--- config.mk ---
export PLATFORM = sky130hd
export DESIGN_NAME = vga_sprite_layer
export DESIGN_NICKNAME = d
export VERILOG_FILES = /design/src/rtl/vga_sprite_layer.sv
export SDC_FILE = /design/constraint.sdc
export NUM_CORES = 1
export LEC_CHECK = 0
export ABC_AREA = 1
export BUFFER_PORTS_ARGS = -buffer_cell sky130_fd_sc_hd__buf_2
export CAP_MARGIN = 15
export CORE_ASPECT_RATIO = 0.8
export CORE_MARGIN = 8
export CORE_UTILIZATION = 50
export DETAILED_ROUTE_END_ITERATION = 10
export GPL_ROUTABILITY_DRIVEN = 0
export PLACE_DENSITY = 0.76
export SLEW_MARGIN = 20
export SYNTH_ARGS = -nofsm -noshare
export SYNTH_HDL_FRONTEND = slang
export SYNTH_SLANG_ARGS = --single-unit
--- constraint.sdc ---
create_clock -name clk -period 7 [get_ports clk]
set_clock_uncertainty 0.1 [all_clocks]
set_input_delay 0.35 -clock clk [delete_from_list [all_inputs] [get_ports clk]]
set_output_delay 0.35 -clock clk [all_outputs]
set_load 0.01 [all_outputs]
--- src/rtl/vga_sprite_layer.sv ---
// Multi-sprite overlay for the 640x480 VGA pixel stream: double-buffered sprite positions,
// two-strobe compositing pipeline and per-frame sprite-0 collision reporting.
module vga_sprite_layer #(
   parameter int unsigned NUM_SPRITES   = 4,
   parameter int unsigned SPRITE_W      = 60,
   parameter int unsigned SPRITE_H      = 60,
   parameter int unsigned ROM_ADDR_BITS = 12,
   parameter int unsigned COLOR_BITS    = 12,
   parameter logic [COLOR_BITS-1:0] FG_COLOR = '0,
   localparam int unsigned SEL_W = (NUM_SPRITES > 1) ? $clog2(NUM_SPRITES) : 1
) (
   input  logic                                  clk,
   input  logic                                  reset,
   input  logic                                  pix_en,
   input  logic                                  active,
   input  logic                                  screen_end,
   input  logic [9:0]                            x,
   input  logic [8:0]                            y,
   input  logic [COLOR_BITS-1:0]                 bg_color,
   input  logic                                  wr_en,
   input  logic [SEL_W-1:0]                      wr_sel,
   input  logic [9:0]                            wr_x,
   input  logic [8:0]                            wr_y,
   input  logic                                  wr_vis,
   output logic [NUM_SPRITES*ROM_ADDR_BITS-1:0]  rom_addr,
   input  logic [NUM_SPRITES-1:0]                rom_data,
   output logic [COLOR_BITS-1:0]                 color_out,
   output logic [NUM_SPRITES-1:0]                hit_mask,
   output logic                                  collision,
   output logic [15:0]                           frame_cnt
);

   logic frame_tick;
   assign frame_tick = pix_en & screen_end;

   // Shadow and live sprite registers
   logic [9:0]             sh_x_q [NUM_SPRITES];
   logic [9:0]             sh_x_d [NUM_SPRITES];
   logic [8:0]             sh_y_q [NUM_SPRITES];
   logic [8:0]             sh_y_d [NUM_SPRITES];
   logic [NUM_SPRITES-1:0] sh_vis_q, sh_vis_d;
   logic [9:0]             lv_x_q [NUM_SPRITES];
   logic [8:0]             lv_y_q [NUM_SPRITES];
   logic [NUM_SPRITES-1:0] lv_vis_q;

   always_comb begin
      sh_x_d   = sh_x_q;
      sh_y_d   = sh_y_q;
      sh_vis_d = sh_vis_q;
      for (int i = 0; i < NUM_SPRITES; i++) begin
         if (wr_en && (int'(wr_sel) == i)) begin
            sh_x_d[i]   = wr_x;
            sh_y_d[i]   = wr_y;
            sh_vis_d[i] = wr_vis;
         end
      end
   end

   // Live copy is taken from the post-write shadow value so a write on the frame tick lands
   // in the frame that is about to start.
   always_ff @(posedge clk) begin
      if (!reset) begin
         for (int i = 0; i < NUM_SPRITES; i++) begin
            sh_x_q[i] <= '0;
            sh_y_q[i] <= '0;
            lv_x_q[i] <= '0;
            lv_y_q[i] <= '0;
         end
         sh_vis_q <= '0;
         lv_vis_q <= '0;
      end else begin
         sh_x_q   <= sh_x_d;
         sh_y_q   <= sh_y_d;
         sh_vis_q <= sh_vis_d;
         if (frame_tick) begin
            lv_x_q   <= sh_x_d;
            lv_y_q   <= sh_y_d;
            lv_vis_q <= sh_vis_d;
         end
      end
   end

   // Stage A: bounding-box test and direct ROM address
   logic [NUM_SPRITES-1:0]                    inside_a;
   logic [NUM_SPRITES-1:0][ROM_ADDR_BITS-1:0] addr_a;

   always_comb begin
      logic [10:0] x_lo, x_hi, x_pix;
      logic [9:0]  y_lo, y_hi, y_pix;
      logic [9:0]  dx;
      logic [8:0]  dy;
      logic [31:0] addr_full;
      inside_a = '0;
      addr_a   = '0;
      x_pix    = {1'b0, x};
      y_pix    = {1'b0, y};
      for (int i = 0; i < NUM_SPRITES; i++) begin
         // One extra bit keeps sprites hanging off the right/bottom edge from wrapping to 0.
         x_lo      = {1'b0, lv_x_q[i]};
         x_hi      = x_lo + 11'(SPRITE_W);
         y_lo      = {1'b0, lv_y_q[i]};
         y_hi      = y_lo + 10'(SPRITE_H);
         dx        = x - lv_x_q[i];
         dy        = y - lv_y_q[i];
         addr_full = 32'(dy) * SPRITE_W + 32'(dx);
         inside_a[i] = lv_vis_q[i] && (x_pix >= x_lo) && (x_pix < x_hi)
                       && (y_pix >= y_lo) && (y_pix < y_hi);
         addr_a[i] = inside_a[i] ? addr_full[ROM_ADDR_BITS-1:0] : '0;
      end
   end

   logic [NUM_SPRITES-1:0][ROM_ADDR_BITS-1:0] rom_addr_q;
   logic [NUM_SPRITES-1:0]                    inside_q;
   logic [COLOR_BITS-1:0]                     bg_q;
   logic                                      active_q;

   always_ff @(posedge clk) begin
      if (!reset) begin
         rom_addr_q <= '0;
         inside_q   <= '0;
         bg_q       <= '0;
         active_q   <= 1'b0;
      end else if (pix_en) begin
         rom_addr_q <= addr_a;
         inside_q   <= inside_a;
         bg_q       <= bg_color;
         active_q   <= active;
      end
   end

   assign rom_addr = rom_addr_q;

   // Stage B: compositing. Every sprite draws FG_COLOR, so lowest-index priority reduces to
   // "any opaque sprite wins over the background".
   logic [NUM_SPRITES-1:0] opaque;
   logic [COLOR_BITS-1:0]  color_d, color_q;
   logic [NUM_SPRITES-1:0] hit_d, hit_q;
   logic                   coll_term;
   logic                   coll_acc_q, collision_q;
   logic [15:0]            frame_cnt_q;

   always_comb begin
      opaque    = inside_q & rom_data;
      color_d   = '0;
      hit_d     = '0;
      if (active_q) begin
         color_d = (|opaque) ? FG_COLOR : bg_q;
         hit_d   = opaque;
      end
      coll_term = active_q & opaque[0] & (|(opaque >> 1));
   end

   always_ff @(posedge clk) begin
      if (!reset) begin
         color_q     <= '0;
         hit_q       <= '0;
         coll_acc_q  <= 1'b0;
         collision_q <= 1'b0;
         frame_cnt_q <= '0;
      end else if (pix_en) begin
         color_q <= color_d;
         hit_q   <= hit_d;
         if (screen_end) begin
            collision_q <= coll_acc_q | coll_term;
            coll_acc_q  <= 1'b0;
            frame_cnt_q <= frame_cnt_q + 16'd1;
         end else begin
            coll_acc_q <= coll_acc_q | coll_term;
         end
      end
   end

   assign color_out = color_q;
   assign hit_mask  = hit_q;
   assign collision = collision_q;
   assign frame_cnt = frame_cnt_q;

endmodule

==> flow_metrics.env <==
export IMPL_finalSetupViolCount=0
export IMPL_ys_types=48
export IMPL_synth_fp_nets=3016
export IMPL_netSwitchingFraction=0.4784
export IMPL_dp_worst_setup_slack_ns=1.359
export IMPL_timing_slew_headroom=0.2653
export IMPL_post_route_cells_drive_above_1_share=0.09807
export IMPL_clockBufferDepth=3
export IMPL_port_buffer_count=143
export IMPL_filler_cell_count=3519
export IMPL_synthToLayoutAreaGrowth_pct=11.34
export IMPL_maxSlewViolCount=0
export IMPL_worst_r2r_path_depth=25
export IMPL_worst_endpoint_arrival_ns=5.45
export IMPL_die_y_um=191.1
export IMPL_dr_total_vias=17920
export IMPL_layout_nets=3148
export IMPL_status="finished, final reports clean"
export IMPL_dominant_delay_contributor_by_cell_family_on_the_critical_path="adder cells"
export IMPL_clock_tree_htree_level_count=1
export IMPL_leakagePower_uw=0.01043
export IMPL_drc_viols=0
export IMPL_number_of_top_level_pins=144
export IMPL_initial_utilization=0.5038
export IMPL_drt_pass1_iter_count=6
export IMPL_globalRouteOverflowTotal=0
export IMPL_core_area_sq_um=38040
export IMPL_timing_hold_worst_path_depth=3
export IMPL_number_of_antenna_violations_at_the_first_check_in_global_routing=2
export IMPL_finalCriticalPeriod_ns=5.149
export IMPL_critical_path_n_buffers_inverters=6
export IMPL_final_period_utilization=0.7356
export IMPL_combinationalPowerShare=0.669
export IMPL_timing_worst_slew_pin_value_ns=1.099
export IMPL_cts_sinks=259
export IMPL_netlist_top_cells_area="sky130_fd_sc_hd__dfxtp_1 (27%), sky130_fd_sc_hd__ha_1 (14%), sky130_fd_sc_hd__nand2_1 (9.5%)"
export IMPL_portion_of_total_power_attributed_to_the_clock_network=0.158
export IMPL_final_critical_path_setup_slack_ns=1.851
export IMPL_timing_worst_setup_path_type="reg -> reg"
export IMPL_utilization=0.5609
export IMPL_crit_path_top_delay_cell="sky130_fd_sc_hd__fa_1"
export IMPL_ant_nets=0
export IMPL_grt_util_all_layers=0.2268
export IMPL_diodes=0
export IMPL_yosys_cell_count_top_type="sky130_fd_sc_hd__nand2_1"
export IMPL_fp_row_count=64
export IMPL_timing_max_cap_violations=0
export IMPL_hpwl_mm=39.89
export IMPL_power_per_cell_area_nw_per_um2=425.9
export IMPL_final_hold_viol_count=0
export IMPL_worst_path_most_repeated_cell="sky130_fd_sc_hd__inv_1"
export IMPL_cts_clk_slew_worst_paths_ns=0.06
export IMPL_synth_async_sr_flop_share=0
export IMPL_max_stage_delay_ns=0.52
export IMPL_post_synth_top_area_cell="sky130_fd_sc_hd__dfxtp_1"
export IMPL_width_of_the_die_um=234.9
export IMPL_crit_reg2reg_capture="rom_addr[47]"
export IMPL_synth_common_cells="sky130_fd_sc_hd__nand2_1 (485), sky130_fd_sc_hd__inv_1 (411), sky130_fd_sc_hd__a21oi_1 (310)"
export IMPL_r2r_start="lv_y_q[0]"
export IMPL_rsz0062_at_grt="no"
export IMPL_min_delay_worst_endpoint="sh_y_q[26]"
export IMPL_ctsRootBufferMaster="sky130_fd_sc_hd__clkbuf_16"
export IMPL_internal_power_uw=4739
export IMPL_switchingPower_uw=4347
export IMPL_drt_vias_per_instance=5.364
export IMPL_number_of_buffers_created_by_cts=27
export IMPL_wl_mm=52.69
export IMPL_minimum_setup_slack_among_reg_to_reg_paths_ns=1.85
export IMPL_number_of_resized_instances_in_the_post_cts_repair_step=0
export IMPL_cp_max_fo=5
export IMPL_overall_die_area_sq_um=44880
export IMPL_synthesis_stage_register_bit_count=259
export IMPL_dr_first_iter_drc_count=1412
export IMPL_hold_path_class="in -> reg"
export IMPL_synth_edf_count=0
export IMPL_power_total_uw=9086
export IMPL_timing_critical_path_required_ns=7.30
export IMPL_synth_yosys_seq_area_share=0.2706
export IMPL_grt_start_max_net_pins=103
export IMPL_syn_instance_count=2692
export IMPL_power_ir_vdd_worst_mv=0.4097
export IMPL_yosysWarningCount=0
export IMPL_synth_top_cell_area_share=0.2706
export IMPL_totalNegativeSetupSlack_ns=0
export IMPL_detail_route_wl_per_cell_um=15.78
export IMPL_max_freq_mhz=194.2
export IMPL_hold_start="wr_sel[0]"
export IMPL_skew_pair_late_insertion_delay_ns=0.56
export IMPL_share_seq_of_total_power=0.173
export IMPL_syn_avg_cell_area_sq_um=7.118
export IMPL_setup_worst_path_start_class="register"
export IMPL_number_of_global_route_vias_before_repair=17490
export IMPL_cts_tree="done"
export IMPL_netlist_area_before_placement_sq_um=19160
export IMPL_worst_setup_path_end_kind="register"
export IMPL_synth_ff_type="sky130_fd_sc_hd__dfxtp_1"
export IMPL_first_pass_grt_wire_length_mm=85.26
[worst min-delay path: cells and delay by family]
| kind | cells | cell delay (ns) |
|---|---|---|
| buf+inv | 1 | 0.13 |
| compound gates | 1 | 0.07 |
| simple gates | 1 | 0.08 |
[power by group through the flow]
stage	sequential [uW]	clock (uW)	combinational, uW
after floorplan	1600	0	4850
after global placement	1600	0	5700
after detailed placement	1600	0	6000
after CTS	1570	1460	6040
after global routing	1580	1520	6970
final	1570	1430	6080
[repair_timing]
| action | 4_1_cts | 5_1_grt |
|---|---|---|
| buffers inserted | 0 | 0 |
| hold buffers | 15 | 0 |
| endpoints found under the hold margin | 15 | 0 |
[logic make-up after synthesis]
group / share of synthesized area
compound gates: 0.1397
xor+xnor: 0.06530
fa+ha+maj: 0.1897
buf+inv: 0.09664
flops: 0.2706
mux: 0.002090
simple gates: 0.2359
[metal layers]
metal  part of all wire  track usage
met1               0.44       0.2895
met2               0.45       0.3891
met3              0.068      0.03314
met4              0.034      0.08097
met5            0.00066            0
[layout by cell type, fill, tap and decap left out, drive strengths merged, types with 9 or more instances in the layout]
cell / instances
o21bai: 9
buf: 154
nand2: 492
nand4: 14
or2: 23
a2bb2oi: 15
o22a: 10
xnor2: 52
o22ai: 9
dlygate4sd3: 15
fa: 44
nor2: 301
o21ai: 90
xor2: 90
a21oi: 317
clkbuf: 33
nand3: 161
ha: 217
dfxtp: 259
nor3: 40
inv: 421
[metrics by stage]
step / instances / instance area (sq um) / hold WS, ns
after floorplan: 2692 / 19160 / 0.3356
after global placement: 3275 / 20310 / 0.3423
after detailed placement: 3275 / 20310 / 0.3493
after CTS: 3340 / 21330 / 0.002396
after global routing: 3340 / 21330 / 0.03621
final: 3340 / 21330 / 0.02356
[cell type report]
| class | instances | area, sq um | share of cell area |
|---|---|---|---|
| clock buffers | 33 | 718.2 | 0.03366 |
| multi-input cells | 1949 | 12140 | 0.5689 |
| well taps | 495 | 619.3 | 0.02903 |
| clock inverters | 17 | 150.1 | 0.007038 |
| repair buffers | 169 | 952.2 | 0.04463 |
| flip-flops and latches | 259 | 5185 | 0.2430 |
| inverters | 418 | 1572 | 0.07366 |
[state kept, by name (all words and copies together) (netlist names)]
signal	cells
lv_vis_q	4
lv_y_q	36
frame_cnt	16
rom_addr	48
color_out	12
coll_acc_q	1
inside_q	4
bg_q	12
sh_vis_q	4
lv_x_q	40
hit_mask	4
collision	1
active_q	1
sh_x_q	40
sh_y_q	36
[worst max path at each step]
stage          slack (ns)  cells after the start  startpoint            to
3_5_place_dp         1.36                     27        y[0]  rom_addr[47]
6_report             1.85                     25   lv_y_q[0]  rom_addr[47]
5_1_grt              1.38                     24  lv_y_q[20]  rom_addr[23]
2_1_floorplan        2.29                     26        y[0]  rom_addr[47]
3_3_place_gp         1.56                     27        y[0]  rom_addr[35]
4_1_cts              1.83                     25   lv_y_q[0]  rom_addr[47]
Power figures use the tool's default switching activity.
